## src/rtl/note_i2s_player.sv

```systemverilog
// Dual square-wave tone generator feeding a Philips I2S serializer (mclk/lrck/sck/sdin).
// Optional `VOLUME_EN selects amplitude from volume; otherwise amplitude is fixed at 16'h2000.
module note_i2s_player (
  input  logic        clk,
  input  logic        rst,
  input  logic [21:0] note_div_left,
  input  logic [21:0] note_div_right,
  input  logic [2:0]  volume,
  output logic        audio_mclk,
  output logic        audio_lrck,
  output logic        audio_sck,
  output logic        audio_sdin
);
  localparam int DATA_W = 16;
  localparam int DIV_W  = 22;

  logic [8:0]               cnt_q, cnt_d;
  logic [DIV_W-1:0]         tcnt_l_q, tcnt_l_d, tcnt_r_q, tcnt_r_d;
  logic                     lvl_l_q, lvl_l_d, lvl_r_q, lvl_r_d;
  logic [2*DATA_W-1:0]      frame_q, frame_d;
  logic                     sdin_q, sdin_d;
  logic signed [DATA_W-1:0] amp, samp_l, samp_r;

`ifdef VOLUME_EN
  // Codes above 4 clamp to the largest safe amplitude.
  function automatic logic signed [DATA_W-1:0] amp_sat(input logic [2:0] vol);
    case (vol)
      3'd0:    return 16'sh0000;
      3'd1:    return 16'sh0400;
      3'd2:    return 16'sh0800;
      3'd3:    return 16'sh1000;
      3'd4:    return 16'sh2000;
      default: return 16'sh4000;
    endcase
  endfunction

  assign amp = amp_sat(volume);
`else
  logic vol_unused;
  assign vol_unused = ^volume;
  assign amp        = 16'sh2000;
`endif

  // Returns {lvl_next, tcnt_next}; the >= compare absorbs a shrinking divider mid-count.
  function automatic logic [DIV_W:0] tone_next(input logic [DIV_W-1:0] div,
                                               input logic [DIV_W-1:0] tcnt,
                                               input logic             lvl);
    if (div == '0)
      return '0;
    else if (tcnt >= div - 1'b1)
      return {~lvl, {DIV_W{1'b0}}};
    else
      return {lvl, tcnt + 1'b1};
  endfunction

  function automatic logic signed [DATA_W-1:0] tone_sample(input logic [DIV_W-1:0]         div,
                                                          input logic                     lvl,
                                                          input logic signed [DATA_W-1:0] a);
    if (div == '0)
      return '0;
    else
      return lvl ? a : -a;
  endfunction

  assign samp_l = tone_sample(note_div_left,  lvl_l_q, amp);
  assign samp_r = tone_sample(note_div_right, lvl_r_q, amp);

  always_comb begin
    cnt_d                = cnt_q + 9'd1;
    {lvl_l_d, tcnt_l_d}  = tone_next(note_div_left,  tcnt_l_q, lvl_l_q);
    {lvl_r_d, tcnt_r_d}  = tone_next(note_div_right, tcnt_r_q, lvl_r_q);
    frame_d              = frame_q;
    sdin_d               = sdin_q;
    if (cnt_q == 9'd511)
      frame_d = {samp_l, samp_r};
    // Next slot s carries frame bit 32-s; at the wrap that index is 0 of the outgoing frame,
    // which is still in frame_q because capture happens on the same edge.
    if (cnt_q[3:0] == 4'hF)
      sdin_d = frame_q[~cnt_q[8:4]];
  end

  always_ff @(posedge clk or posedge rst) begin
    if (rst) begin
      cnt_q    <= '0;
      tcnt_l_q <= '0;
      tcnt_r_q <= '0;
      lvl_l_q  <= 1'b0;
      lvl_r_q  <= 1'b0;
      frame_q  <= '0;
      sdin_q   <= 1'b0;
    end else begin
      cnt_q    <= cnt_d;
      tcnt_l_q <= tcnt_l_d;
      tcnt_r_q <= tcnt_r_d;
      lvl_l_q  <= lvl_l_d;
      lvl_r_q  <= lvl_r_d;
      frame_q  <= frame_d;
      sdin_q   <= sdin_d;
    end
  end

  assign audio_mclk = cnt_q[1];
  assign audio_sck  = cnt_q[3];
  assign audio_lrck = cnt_q[8];
  assign audio_sdin = sdin_q;

endmodule

```

## config.mk

```make
export PLATFORM = sky130hd
export DESIGN_NAME = note_i2s_player
export DESIGN_NICKNAME = d
export VERILOG_FILES = /design/src/rtl/note_i2s_player.sv
export SDC_FILE = /design/constraint.sdc
export NUM_CORES = 1
export LEC_CHECK = 0
export CAP_MARGIN = 25
export CORE_MARGIN = 5
export CORE_UTILIZATION = 40
export CTS_CLUSTER_DIAMETER = 60
export CTS_CLUSTER_SIZE = 28
export DETAILED_ROUTE_END_ITERATION = 7
export HOLD_SLACK_MARGIN = 0.08
export PLACE_DENSITY_LB_ADDON = 0.1
export RECOVER_POWER = 100
export SYNTH_ARGS = -nofsm -noshare
export SYNTH_HDL_FRONTEND = slang
export SYNTH_SLANG_ARGS = --single-unit
export TNS_END_PERCENT = 20
```

## constraint.sdc

```tcl
create_clock -name clk -period 2.42 [get_ports clk]
set_input_delay 0.484 -clock clk [delete_from_list [all_inputs] [get_ports clk]]
set_output_delay 0.484 -clock clk [all_outputs]
set_load 0.01 [all_outputs]
```

==> results of run 1 <==
==> placed cells by master, fill, tap and decap left out, drive strengths merged, types with 7 or more instances in the layout <==
cell           synthesis  layout
a21oi                 18      18
and3                   7       7
buf                    4      92
clkbuf                 3      15
clkdlybuf4s50          0      31
dfrtp                 60      60
dlymetal6s2s           0       8
ha                    50      50
inv                   13      12
nand2                 34      34
nand3                 29      29
nand4                 16      16
nor2                  52      52
nor3                  41      41
nor4                   8       8
o21ai                 12      12
or3                    4       7
or4                    7       7
xnor2                 40      40
xor2                  46      46
==> through the flow <==
step	instances	cell area, um^2	total power [W]	utilization
after detailed placement	744	5694	0.002080	0.5276
after global placement	744	5694	0.002047	0.5276
after global routing	770	6391	0.003597	0.5922
final	770	6391	0.003375	0.5922
after floorplan	478	4402	0.001740	-
after CTS	765	6082	0.003307	0.5635
==> worst max-delay path by stage <==
stage	to	slack, ns	cells after the start
2_1_floorplan	tcnt_r_q[11]	-1.05	13
3_5_place_dp	tcnt_r_q[9]	-1.83	12
5_1_grt	tcnt_r_q[14]	-1.13	13
6_report	tcnt_r_q[14]	-1.03	13
3_3_place_gp	tcnt_r_q[21]	-1.69	12
4_1_cts	tcnt_r_q[15]	-1.19	13
==> flip-flops by register name (all words and copies together), names as in the netlist <==
name        cells
cnt_q           9
tcnt_l_q       22
lvl_l_q         1
audio_sdin      1
frame_q         4
lvl_r_q         1
tcnt_r_q       22
==> worst max-delay path, delay by kind of cell <==
kind | cells | cell delay (ns)
compound gates | 3 | 0.43
simple gates | 7 | 2.30
xor+xnor | 1 | 0.15
fa+ha+maj | 1 | 0.26
buf+inv | 1 | 0.09
==> kinds of logic (layout without fill, tap and decap cells) <==
kind of cell,after synthesis,count (layout),share of synthesized area
AO/OA/AOI/OAI,42,42,0.05685
XOR/XNOR,86,86,0.1720
adder cells (fa/ha/maj),50,50,0.1428
buffers and inverters,20,169,0.02114
flip-flops,60,60,0.3428
multiplexers,6,6,0.01400
AND/OR/NAND/NOR,214,217,0.2505
==> area by class of cell <==
cell class	instances	area, um^2
Fill cell	906	4402
Multi-Input combinational cell	401	3179
Sequential cell	60	1501
Timing Repair Buffer	140	1221
Tap cell	140	175.2
Clock buffer	12	145.1
Clock inverter	4	120.1
Inverter	13	48.80
==> per-layer routing <==
metal,GRT usage,vias up
li1,-,2013
met1,0.2171,1917
met2,0.2817,45
met3,0.04334,11
met4,0.03563,0
met5,0,-
==> power breakdown <==
part | switching [W] | internal [W]
clock network | 0.000387 | 0.000818
logic | 0.000407 | 0.000457
registers | 0.000176 | 0.00113
total | 0.000969 | 0.00241
==> what timing repair did <==
action	in CTS	in global routing
pin swaps	23	35
gates resized for setup	35	70
endpoints found under the setup margin	49	49
cloned	3	1
setup buffers	2	4
==> summary.txt, run 1 <==
Synthesis
  • Post-synth EDFFs: 0
  • Cells after synthesis: 478
  • Net count of the mapped netlist: 577
  • Synthesized flop and latch total: 60
  • Ys async rst share: 1.000
  • Count leader, synth: dfrtp_1
  • Post-Synthesis Cell Area: 4380 um^2
  • Seq/Total Area, Yosys: 0.3428
  • Synth cell count leaders: 60 x dfrtp_1, 52 x nor2_1, 50 x ha_1, 46 x xor2_1, 41 x nor3_1
  • Count of cell types in the netlist: 37
  • Post-Syn Area per Cell: 9.164 um^2
  • Main synth FF type: dfrtp_1
  • Top-area cell type share of the netlist area: 0.3428
  • Synth warn: 0
  • Leading area contributor after synthesis: dfrtp_1
  • Top post-synthesis cells by area: dfrtp_1 34%, ha_1 14%, xor2_1 9.2%, xnor2_1 8.0%, nor3_1 4.7%

Min path
  • Hold Path Cell Cnt: 1
  • Hold endpoint: cnt_q[0]
  • Hold_sp: cnt_q[0]
  • HP Class: reg -> reg

STA
  • Slew of the pin with the lowest slew margin: 1.485 ns
  • Worst hold slack: 0.4470 ns
  • Unrepaired setup endpoints after global routing: true
  • Setup violations, final: 48
  • Slew HR: 0.01024
  • Final-report hold violation count: 0
  • Slew Limit Fails: 0
  • Min Tclk post-route: 3.447 ns
  • Final period utilization: 1.424
  • Final setup margin: -1.027 ns
  • Worst Skew: 0.008070 ns
  • FMAX: 290.1 MHz
  • Sum of negative setup slack: -43.10 ns

Finish
  • Antenna cells: 0
  • Fraction of layout cells with a size suffix above 1: 0.2873
  • Area grow syn2layout: 45.90%
  • Layout Nets: 724

Critical path
  • Reg2reg start: tcnt_l_q[3]
  • Crit Path Category: in -> reg
  • Crit-path cells: buf_6, or4_4, or3_4, or4_4, nor4_4, xnor2_1, ha_1, nand2_2, o21ai_2, a21oi_2, o2111ai_4, or3_4, nor2_1
  • Critical Path RT: 2.69 ns
  • Crit-path slowest cell: or4_4
  • CP endpoint kind: flop
  • Reg-to-reg slack, setup: 0.18 ns
  • Critical Path AT: 3.72 ns
  • Max FO, Critical Path: 6
  • Worst Setup Start Kind: input port
  • Slowest Stage Delay on Critical Path: 0.52 ns
  • FF-to-FF End: tcnt_l_q[20]
  • Worst setup path startpoint: note_div_right[8]
  • Reg2Reg Depth: 8

Global route
  • Largest net degree at the start of global routing: 61
  • First-pass GRT wire length: 17970 um
  • Initial antenna violation count: 0
  • Grt total ovfl: 0
  • Vias in the first global route: 3994
  • Gr usage total: 0.1676

Clock network
  • Root Buffer: clkbuf_8
  • Cts hold-fix bufs: 0
  • Worst-Skew Late Latency: 0.34 ns
  • # H-tree levels: 3
  • Clk pin slew, worst setup/hold paths: 0.06 ns
  • TritonCTS clock tree: yes
  • Clock Path Buffers: 2
  • CTS buffer count: 9
  • Sink Count: 60

Floorplanning
  • Row Count: 38
  • Initial Utilization: 0.4059
  • Die Y-Extent: 114.6 um
  • Die area: 13140 um^2
  • Die width: 114.6 um
  • Io pins: 53
  • Core area: 10790 um^2

Detailed routing
  • Met2 Routed Length: 5594 um
  • Highest routed layer: met4
  • Vias per inst: 5.177
  • Met1 WL: 5020 um
  • WL met3: 339 um
  • Drt wl/cell: 14.34 um
  • # DRC: 0
  • Initial DRC count: 141
  • Antenna-violating nets left: 0
  • Total Wirelength: 11040 um
  • Detailed Routing Iterations Pass 1: 4
  • Vias: 3986

Placed design
  • Placer Congestion: 0.7885
  • PortBufs: 49
  • Pre-CTS setup slack: -1.826 ns
  • Hpwl dp: 7959 um

Outcome
  • Status: complete, but fails checks
  • Failing checks: negative setup slack

Power
  • Peak supply drop: 504.0 uV
  • Cell leakage power: 2.912 nW
  • Pwr Density: 528.1 nW/um^2

Job
  • Total of max-cap violations: 0
Note: power is estimated with default switching activity, not from simulation.
==> run 2: changes to the inputs <==
--- a/config.mk
+++ b/config.mk
@@ -5,15 +5,15 @@
 export SDC_FILE = /design/constraint.sdc
 export NUM_CORES = 1
 export LEC_CHECK = 0
-export CAP_MARGIN = 25
 export CORE_MARGIN = 5
-export CORE_UTILIZATION = 40
+export CORE_UTILIZATION = 55
 export CTS_CLUSTER_DIAMETER = 60
 export CTS_CLUSTER_SIZE = 28
 export DETAILED_ROUTE_END_ITERATION = 7
 export HOLD_SLACK_MARGIN = 0.08
 export PLACE_DENSITY_LB_ADDON = 0.1
 export RECOVER_POWER = 100
+export SLEW_MARGIN = 5
 export SYNTH_ARGS = -nofsm -noshare
 export SYNTH_HDL_FRONTEND = slang
 export SYNTH_SLANG_ARGS = --single-unit
==> run 2 against run 1 <==
The run still ends with negative setup slack left. First-iteration DRC count increased by 85%. Cell area is 0.35% lower. Cell count fell by 4.5%. Register-to-register slack better by 0.03 ns. Worst hold slack better by 0.016 ns. Sequential share of layout area increased by 0.083 points. Clock power fell by 30%. Critical path type unchanged. Largest cell class unchanged.
==> summary.txt, run 2 (synthesis gave the netlist of run 1 again) <==
Critical path
  • FF-to-FF End: tcnt_l_q[11]
  • CP endpoint kind: flop
  • Worst Setup Start Kind: input port
  • Crit Path Category: in -> reg
  • Reg-to-reg slack, setup: 0.21 ns
  • Critical Path RT: 2.70 ns
  • Critical Path AT: 3.79 ns
  • Max FO, Critical Path: 6
  • Reg2Reg Depth: 8
  • Reg2reg start: tcnt_l_q[3]

Clock network
  • Worst-Skew Late Latency: 0.34 ns
  • Sink Count: 60
  • Root Buffer: clkbuf_8
  • # H-tree levels: 3
  • Clk pin slew, worst setup/hold paths: 0.07 ns
  • TritonCTS clock tree: yes
  • CTS buffer count: 9
  • Clock Path Buffers: 2

Floorplanning
  • Io pins: 53
  • Initial Utilization: 0.5669
  • Die area: 9850 um^2
  • Die width: 99.25 um
  • Die Y-Extent: 99.25 um
  • Row Count: 32
  • Core area: 7727 um^2

Finish
  • Area grow syn2layout: 45.39%
  • Cell area after layout: 6369 um^2
  • Most frequent cells in the layout: 83 x buf_4, 60 x dfrtp_1, 49 x ha_1
  • Layout Nets: 727
  • Antenna cells: 0
  • Largest registers: tcnt_l_q: 22 flops, tcnt_r_q: 22 flops, cnt_q: 9 flops
  • Fraction of layout cells with a size suffix above 1: 0.3160
  • Most common cell after layout, fill and taps aside: buf_4

STA
  • Worst Skew: 0.006700 ns
  • Slew Limit Fails: 0
  • Min Tclk post-route: 3.516 ns
  • Unrepaired setup endpoints after global routing: true
  • Final period utilization: 1.453
  • Final-report hold violation count: 0
  • Sum of negative setup slack: -42.43 ns
  • Setup violations, final: 48
  • FMAX: 284.4 MHz
  • Final setup margin: -1.096 ns
  • Slew HR: 0.4190
  • Slew of the pin with the lowest slew margin: 0.8716 ns

Outcome
  • Failing checks: negative setup slack
  • Status: complete, but fails checks

Min path
  • Hold_sp: cnt_q[0]
  • Hold endpoint: cnt_q[0]
  • Hold Path Cell Cnt: 1
  • HP Class: reg -> reg

Global route
  • Grt total ovfl: 0
  • Largest net degree at the start of global routing: 41
  • First-pass GRT wire length: 18570 um
  • Gr usage total: 0.2298
  • Vias in the first global route: 4115
  • Initial antenna violation count: 0

Detailed routing
  • Vias: 4312
  • Vias per inst: 5.867
  • Total Wirelength: 12900 um
  • Antenna-violating nets left: 0
  • Drt wl/cell: 17.55 um
  • Initial DRC count: 261
  • Detailed Routing Iterations Pass 1: 5
  • # DRC: 0

Placed design
  • PortBufs: 49
  • Pre-CTS setup slack: -1.714 ns
  • Placed instance area: 5639 um^2
  • Hpwl dp: 8060 um
  • Placer Congestion: 0.8746

Power
  • Cell leakage power: 2.990 nW
  • Design Power: 0.003082 W
  • Peak supply drop: 580.5 uV
  • Pwr Density: 484.0 nW/um^2

Job
  • Total of max-cap violations: 0
[run 2: cell types whose count changed in the layout (fill, tap and decap cells not counted), sizes merged]
cell / delta
inv: +2
clkinv: +1
clkdlybuf4s50: -6
buf: +5
clkbuf: -2
clkinvlp: +3
dlymetal6s2s: +4
bufinv: -4
[run 2: layout make-up]
type                       count  area, um^2
clock buffer                  10       137.6
clock inverter                 6       48.80
fill                         454        1359
inverter                      13       48.80
multi-input combinational    401        3246
sequential                    60        1501
tap                          102       127.6
timing repair buffer         143        1259
[run 2: power by group]
part | switching (W) | total, W | leakage (nW) | internal (W)
clock network | 0.000437 | 0.000842 | 0.0851 | 0.000405
registers | 0.000184 | 0.00131 | 0.781 | 0.00113
logic | 0.000455 | 0.000925 | 2.12 | 0.000471
total | 0.00108 | 0.00308 | 2.99 | 0.00201
[run 2: per-layer routing]
| metal | GRT usage | share of wire | vias to the layer above |
|---|---|---|---|
| met2 | 0.3889 | 0.52 | 163 |
| li1 | - | - | 2015 |
| met5 | 0 | 0 | - |
| met4 | 0.06933 | 0.024 | 0 |
| met3 | 0.05820 | 0.053 | 36 |
| met1 | 0.2893 | 0.41 | 2098 |
[run 2: stage by stage]
stage / std cells / hold WS (ns) / util
6_report: 735 / 0.4630 / 0.8242
3_5_place_dp: 705 / 0.4585 / 0.7298
2_1_floorplan: 478 / 0.4119 / -
4_1_cts: 728 / 0.4697 / 0.7735
3_3_place_gp: 705 / 0.4308 / 0.7298
5_1_grt: 735 / 0.4865 / 0.8242
[run 2: timing repair]
| item | in CTS | in global routing |
|---|---|---|
| resized for setup | 38 | 95 |
| hold endpoints to repair | 0 | 0 |
| setup endpoints to repair | 49 | 49 |
| cloned | 3 | 1 |
| hold buffers | 0 | 0 |
| buffers inserted | 4 | 6 |
| pin swaps | 35 | 65 |
[run 2: worst max-delay path by stage]
| stage | from | slack, ns | endpoint | cells after the start |
|---|---|---|---|---|
| after floorplan | note_div_right[5] | -1.05 | tcnt_r_q[11] | 13 |
| after global placement | note_div_right[5] | -1.55 | tcnt_r_q[4] | 13 |
| after detailed placement | note_div_right[5] | -1.71 | tcnt_r_q[3] | 12 |
| after CTS | note_div_right[8] | -1.16 | tcnt_r_q[21] | 13 |
| after global routing | note_div_right[2] | -1.21 | tcnt_r_q[11] | 15 |
| final | note_div_right[8] | -1.10 | tcnt_r_q[11] | 14 |
[run 2: critical path, cell delays in order]
cell and delay (ns):
buf_6 0.09, or4_4 0.53, or3_4 0.34, or4_4 0.48, buf_6 0.15, nor2_1 0.12, xnor2_1 0.17, ha_1 0.31
nand3_2 0.13, nor3_1 0.07, nand2_1 0.12, o2111ai_4 0.19, or3_4 0.48, nor2_2 0.13
==> run 3: changes to the inputs <==
--- a/config.mk
+++ b/config.mk
@@ -5,13 +5,15 @@
 export SDC_FILE = /design/constraint.sdc
 export NUM_CORES = 1
 export LEC_CHECK = 0
+export CELL_PAD_IN_SITES_DETAIL_PLACEMENT = 1
+export CELL_PAD_IN_SITES_GLOBAL_PLACEMENT = 2
 export CORE_MARGIN = 5
-export CORE_UTILIZATION = 55
+export CORE_UTILIZATION = 35
 export CTS_CLUSTER_DIAMETER = 60
 export CTS_CLUSTER_SIZE = 28
 export DETAILED_ROUTE_END_ITERATION = 7
 export HOLD_SLACK_MARGIN = 0.08
-export PLACE_DENSITY_LB_ADDON = 0.1
+export PLACE_DENSITY = 0.91
 export RECOVER_POWER = 100
 export SLEW_MARGIN = 5
 export SYNTH_ARGS = -nofsm -noshare
==> constraint.sdc (replaced) <==
create_clock -name clk -period 2.42 [get_ports clk]
set_input_delay 0.484 -clock clk [delete_from_list [all_inputs] [get_ports clk]]
set_output_delay 0.484 -clock clk [all_outputs]
set_load 0.1 [all_outputs]
==> run 3 against run 2 <==
The run ends with max-capacitance violations, negative setup slack left. Register-to-register slack worse by 0.11 ns. Clock power increased by 64%. Cell count increased by 8.0%. Setup slack worse by 0.11 ns. Sequential power about the same. First-iteration DRC count is 37% lower.
==> summary.txt, run 3 (synthesis gave the netlist of run 1 again) <==
Floorplanning
  • Die Y-Extent: 121.9 um
  • Io pins: 53
  • Initial Utilization: 0.3602
  • Die area: 14850 um^2
  • Core area: 12160 um^2
  • Row Count: 40
  • Die width: 121.9 um

Min path
  • HP Class: reg -> reg
  • Hold_sp: cnt_q[0]

Detailed routing
  • # DRC: 0
  • Detailed Routing Iterations Pass 1: 4
  • Total Wirelength: 15280 um
  • Initial DRC count: 165
  • Vias: 4266
  • Vias per inst: 5.373
  • Drt wl/cell: 19.25 um
  • Antenna-violating nets left: 0

Finish
  • Non-filler cells, final: 794
  • Most frequent cells in the layout: 82 x buf_4, 60 x dfrtp_1, 50 x ha_1
  • Largest registers: tcnt_l_q: 22 flops, tcnt_r_q: 22 flops, cnt_q: 9 flops
  • Area grow syn2layout: 45.64%
  • Cell area after layout: 6380 um^2
  • Most common cell after layout, fill and taps aside: buf_4
  • Layout Nets: 720
  • Antenna cells: 0
  • Fraction of layout cells with a size suffix above 1: 0.2843

STA
  • Unrepaired setup endpoints after global routing: true
  • Slew Limit Fails: 0
  • Min Tclk post-route: 3.622 ns
  • Worst Skew: 0.007198 ns
  • FMAX: 276.1 MHz
  • Setup violations, final: 49
  • Slew HR: 0.005848
  • Worst hold slack: 0.4597 ns
  • Slew of the pin with the lowest slew margin: 1.491 ns
  • Sum of negative setup slack: -52.89 ns
  • Final setup margin: -1.202 ns
  • Final period utilization: 1.497
  • Final-report hold violation count: 0

Clock network
  • Cts hold-fix bufs: 0
  • # H-tree levels: 3
  • CTS buffer count: 9
  • Root Buffer: clkbuf_16
  • TritonCTS clock tree: yes
  • Clock Path Buffers: 2
  • Worst-Skew Late Latency: 0.32 ns
  • Clk pin slew, worst setup/hold paths: 0.06 ns
  • Sink Count: 60

Critical path
  • Crit-path cells: buf_6, or4_4, or3_4, buf_4, nor2_2, nand2_2, nor3_2, xnor2_1, ha_1, a21oi_2, o21ai_2, a21oi_2, o2111ai_4, or3_4, nor2_4
  • Crit Path Category: in -> reg
  • Max FO, Critical Path: 6
  • Critical Path AT: 3.87 ns
  • Crit-path slowest cell: or4_4
  • Worst Setup Start Kind: input port
  • CP endpoint kind: flop
  • Slowest Stage Delay on Critical Path: 0.54 ns
  • Worst setup path startpoint: note_div_right[5]
  • CP bufs+invs: 2
  • Delay-heaviest family, CP: simple AND/OR/NAND/NOR gates
  • Critical Path RT: 2.67 ns
  • Reg2reg start: tcnt_r_q[3]

Placed design
  • Placer Congestion: 0.7875
  • Hpwl dp: 9643 um
  • PortBufs: 49
  • Inst Count DP: 769
  • Placed instance area: 5697 um^2

Power
  • Design Power: 0.003576 W
  • Pwr Density: 560.5 nW/um^2
  • Peak supply drop: 369.0 uV
  • Cell leakage power: 2.822 nW

Global route
  • Largest net degree at the start of global routing: 61
  • Gr usage total: 0.1978
  • Vias in the first global route: 4819
  • Initial antenna violation count: 0
  • Grt total ovfl: 0
  • First-pass GRT wire length: 23490 um

Job
  • Total of max-cap violations: 1

Outcome
  • Failing checks: max-capacitance violations, negative setup slack
  • Status: complete, but fails checks
run 3: metrics by stage:
step                      utilization  worst slack (ns)
after global placement         0.4684            -1.577
final                          0.5246            -1.202
after CTS                      0.5145            -1.246
after detailed placement       0.4684            -1.749
after global routing           0.5246            -1.326
after floorplan                     -            -1.047
run 3: power by group:
part / switching [W] / internal (W) / total, W
registers: 0.000194 / 0.00113 / 0.00133
logic: 0.000429 / 0.000438 / 0.000867
clock network: 0.000478 / 0.000906 / 0.00138
total: 0.00110 / 0.00248 / 0.00358
run 3: worst paths after layout:
kind | to | slack, ns | cells after the start
worst min register to register | cnt_q[0] | 0.46 | 1
max in group asynchronous | tcnt_l_q[5] | 0.40 | 3
worst max-delay path | tcnt_r_q[16] | -1.20 | 15
worst min-delay path | cnt_q[0] | 0.46 | 1
worst max register to register | tcnt_r_q[16] | 0.10 | 6
min in group asynchronous | tcnt_r_q[19] | 1.12 | 3
run 3: what timing repair did:
action / in CTS / in global routing
setup buffers: 5 / 1
endpoints found under the hold margin: 0 / 0
setup endpoints to repair: 49 / 50
gates resized for setup: 58 / 30
pin swaps: 33 / 20
cloned: 3 / 0
run 3: layout make-up:
class / count / area, um^2
clock buffer: 9 / 225.2
clock inverter: 7 / 98.84
fill: 1358 / 5782
inverter: 13 / 48.80
multi-input combinational: 401 / 3154
sequential: 60 / 1501
tap: 168 / 210.2
timing repair buffer: 136 / 1141
run 3: layer usage:
layer,GRT usage,part of all wire,vias to the layer above
met5,0,0,-
met4,0.06373,0.016,0
met3,0.03389,0.029,23
met2,0.3715,0.55,70
met1,0.2261,0.41,2176
li1,-,-,1997
